### config.mk
export PLATFORM = sky130hd
export DESIGN_NAME = fetch_unit
export DESIGN_NICKNAME = d
export VERILOG_FILES = /design/src/rtl/fetch_unit.sv
export SDC_FILE = /design/constraint.sdc
export NUM_CORES = 1
export LEC_CHECK = 0
export ABC_AREA = 0
export CAP_MARGIN = 40
export CORE_MARGIN = 8
export CORE_UTILIZATION = 47
export DETAILED_ROUTE_END_ITERATION = 7
export PLACE_DENSITY_LB_ADDON = 0.12
export SYNTH_ARGS = -nofsm -noshare
export SYNTH_HDL_FRONTEND = slang
export SYNTH_SLANG_ARGS = --single-unit
### constraint.sdc
create_clock -name clock -period 4.07 [get_ports clock]
set_input_delay 0.814 -clock clock [delete_from_list [all_inputs] [get_ports clock]]
set_output_delay 0.814 -clock clock [all_outputs]
set_load 0.01 [all_outputs]
### src/rtl/fetch_unit.sv
// PC / fetch sequencer in front of a one-cycle-latency instruction memory.
// Tracks which PC is on the memory output, squashes wrong-path words and halts after LAST_ADDR.
module fetch_unit #(
  parameter int ADDR_WIDTH = 4,
  parameter int RESET_ADDR = 0,
  parameter int LAST_ADDR  = 8
) (
  input  logic                  clock,
  input  logic                  reset_n,
  input  logic                  stall,
  input  logic                  redirect,
  input  logic [ADDR_WIDTH-1:0] redirectTarget,
  output logic [ADDR_WIDTH-1:0] address,
  output logic [ADDR_WIDTH-1:0] instrPc,
  output logic                  instrValid,
  output logic                  halted
);

  localparam logic [ADDR_WIDTH-1:0] RST_PC  = ADDR_WIDTH'(RESET_ADDR);
  localparam logic [ADDR_WIDTH-1:0] LAST_PC = ADDR_WIDTH'(LAST_ADDR);

  localparam logic [1:0] RUN   = 2'd0;
  localparam logic [1:0] DRAIN = 2'd1;
  localparam logic [1:0] HALT  = 2'd2;

  logic [ADDR_WIDTH-1:0] pc;
  logic [1:0]            state;
  logic                  hold;
  logic                  tgt_ok;

  // Stalls have no effect once halted; both address sources are equal there anyway.
  assign hold   = stall && (state != HALT);
  assign tgt_ok = (redirectTarget <= LAST_PC);

  // A stall re-reads the word currently on the bus so memory output holds steady.
  always_comb begin
    address = pc;
    if (!reset_n)  address = RST_PC;
    else if (hold) address = instrPc;
  end

  always_ff @(posedge clock) begin
    if (!reset_n) begin
      pc         <= RST_PC;
      instrPc    <= '0;
      instrValid <= 1'b0;
      halted     <= 1'b0;
      state      <= RUN;
    end else if (state == HALT) begin
      instrValid <= 1'b0;
      halted     <= 1'b1;
    end else if (stall) begin
      // Redirect alongside a stall is dropped; decode presents it again.
      pc         <= pc;
    end else if (redirect) begin
      // The word fetched this cycle was from the wrong path.
      instrValid <= 1'b0;
      instrPc    <= pc;
      if (tgt_ok) begin
        pc    <= redirectTarget;
        state <= RUN;
      end else begin
        state  <= HALT;
        halted <= 1'b1;
      end
    end else begin
      case (state)
        RUN: begin
          instrPc    <= pc;
          instrValid <= 1'b1;
          if (pc < LAST_PC) pc    <= pc + 1'b1;
          else              state <= DRAIN;
        end
        DRAIN: begin
          instrValid <= 1'b0;
          state      <= HALT;
          halted     <= 1'b1;
        end
        default: begin
          instrValid <= 1'b0;
          state      <= HALT;
          halted     <= 1'b1;
        end
      endcase
    end
  end

endmodule
==> metrics.csv <==
metric,value,unit
Period minus WS final,3.28,ns
Rel. slew slack,69.6,%
cts repair resizes,0,
die area,3010,µm²
initial core utilization,48.8,%
post-CTS setup buffer count,0,
grt total ovfl,0,
Pwr Density,308,nW/µm²
Final Wtd Congestion,0.729,
CTS Root Cell,clkbuf_4,
DR pass1 iterations,4,
Worst Hold Class,reg2reg,
# port buffers,17,
syn_nets,90,
switching share of total power,26.5,%
vias in the first global route,589,
Final Cycle Share,80.6,%
"EDFF count, synth",0,
most frequent cells in the layout,"clkdlybuf4s50_1, nor2_1, dfxtp_1, mux2i_1, a21oi_1",
die width,54.9,µm
Die H,54.9,µm
area delta synth->final,29.3,%
largest net degree at the start of global routing,15,
max-slew violation total from the final report,0,
CP Data Required Time,3.26,ns
CORE AREA,1450,µm²
startpoint types,input pin,
setup violators final,0,
Synth cell types,33,
Hold Fails Final Rpt,0,
Combinational Power Share,19.9,%
Reg area,240,µm²
Max Cap Viol,0,
Syn Std Cell Area,709,µm²
Worst Path Arrival,2.47,ns
warnings from Yosys,0,
Synth Flop Type,dfxtp_1,
Site Rows,14,
Reg2Reg Setup Slack,2.66,ns
clock tree buffer depth,2,
Yosys reg bits,12,
WL/cell,13.9,µm
setup TNS,0,ns
Slew @ Worst Pin,0.454,ns
Leakage,0.383,nW
unrepaired setup endpoints after global routing,false,
CP max stage delay,0.55,ns
DR iter-0 viols,17,
sw power,0.0000750,W
multi-input logic area,432,µm²
Post-Synthesis Cells,81,
Ant. Diodes,0,
Setup Skew,0.00261,ns
fmax,305,MHz
CTS buffer count,3,
Mapped Avg Cell Area,8.76,µm²
Clock transition at path regs,0.08,ns
gr usage total,12.1,%
CTS HTree Levels,1,
register area share after synthesis,33.9,%
DRT antenna net count,0,
run status,"complete, no violations",
share of layout cells above drive strength 1,10.2,%
initial antenna violation count,0,
critical path type,in2out,
total number of vias,643,
worst-skew pair later-pin latency,0.28,ns
Vias/cell,5.64,
Clk pwr share,34.3,%
Nets,108,
worst hold margin,0.510,ns
global-route wire length before repair,2660,µm
Setup crit end kind,primary output,
CP most frequent cell,clkdlybuf4s50_1,
"most common cell after layout, fill and taps aside",clkdlybuf4s50_1,
"FFs w/ async S/R, synth",0,%
CTS tree,yes,
# clock sinks,12,
Post-route DRC,0,
# IOs,18,
critical path cell sequence,clkdlybuf4s50_1 > buf_4 > nand2b_1 > mux2i_1 > nor2_1 > clkdlybuf4s50_1,
register share of total power,45.7,%
post-DP HPWL,1200,µm
worst vdd ir,0.184,mV
Crit Path Max Fanout,13,
cts hold-fix bufs,0,
"Slowest-stage cell, CP",clkdlybuf4s50_1,
DRT Wirelength,1590,µm
fill count,139,
Internal Pwr Total,0.000208,W
sequential cells by signal, summed over array words and instances, names as in the netlist:
signal	cells
state	2
pc	4
instrPc	4
instrValid	1
halted	1
through the flow:
step / power, W / area (µm²) / utilization [%] / cells / worst slack, ns
final: 0.000283 / 917 / 63.1 / 114 / 0.790
after global routing: 0.000297 / 917 / 63.1 / 114 / 0.685
after CTS: 0.000286 / 917 / 63.1 / 114 / 0.767
after detailed placement: 0.000189 / 881 / 60.6 / 110 / 0.781
after global placement: 0.000188 / 881 / 60.6 / 110 / 0.816
after floorplan: 0.000165 / 709 / - / 81 / 1.97
power groups by stage:
stage / sequential [W] / combinational (W) / clock (W)
finish: 0.000129 / 0.0000563 / 0.0000970
global route: 0.000130 / 0.0000624 / 0.000104
CTS: 0.000129 / 0.0000572 / 0.0000995
detailed placement: 0.000132 / 0.0000570 / 0
global placement: 0.000132 / 0.0000561 / 0
floorplan: 0.000132 / 0.0000337 / 0
path summary, 6_finish.rpt:
| path | end | cells past startpoint | startpoint |
|---|---|---|---|
| worst min-delay path | halted | 2 | halted |
| worst max register to register | pc[2] | 4 | state[0] |
| worst min register to register | halted | 2 | halted |
| worst max-delay path | address[2] | 6 | stall |
critical path: cells and delay by family:
family / cells / cell delay, ns
multiplexers: 1 / 0.16
AND/OR/NAND/NOR: 2 / 0.28
buffers and inverters: 3 / 1.21
cell type report:
| type | instances | share of cell area (%) |
|---|---|---|
| clock buffers | 4 | 3.96 |
| inverters | 3 | 1.23 |
| multi-input cells | 61 | 47.1 |
| repair buffers | 18 | 19.4 |
| well taps | 16 | 2.18 |
| flip-flops and latches | 12 | 26.2 |
metal layers:
| layer | vias up | global-route usage, % | routed length [µm] |
|---|---|---|---|
| met5 | - | 0 | 0 |
| met1 | 293 | 15.1 | 756 |
| met4 | 0 | 8.61 | 41 |
| met2 | 17 | 17.7 | 706 |
| li1 | 329 | - | - |
| met3 | 4 | 2.72 | 84 |
cells in the mapped netlist (2+ instances only):
| master | instances | area share (%) |
|---|---|---|
| nor2_1 | 16 | 8.5 |
| dfxtp_1 | 12 | 34 |
| mux2i_1 | 9 | 13 |
| a21oi_1 | 4 | 2.8 |
| inv_1 | 3 | 1.6 |
| nand2_1 | 3 | 1.6 |
| o21ai_0 | 3 | 2.1 |
| a22o_1 | 2 | 2.5 |
| a311oi_1 | 2 | 2.5 |
| buf_2 | 2 | 1.4 |
| nor3_1 | 2 | 1.4 |
| o21bai_1 | 2 | 2.1 |
logic make-up after synthesis:
group	count (synthesis)	share of synthesized area (%)
flops	12	33.9
simple gates	31	25.8
mux	9	12.7
fa+ha+maj	1	1.76
buf+inv	8	5.29
compound gates	20	20.6
(Power assumes the default switching activity.)
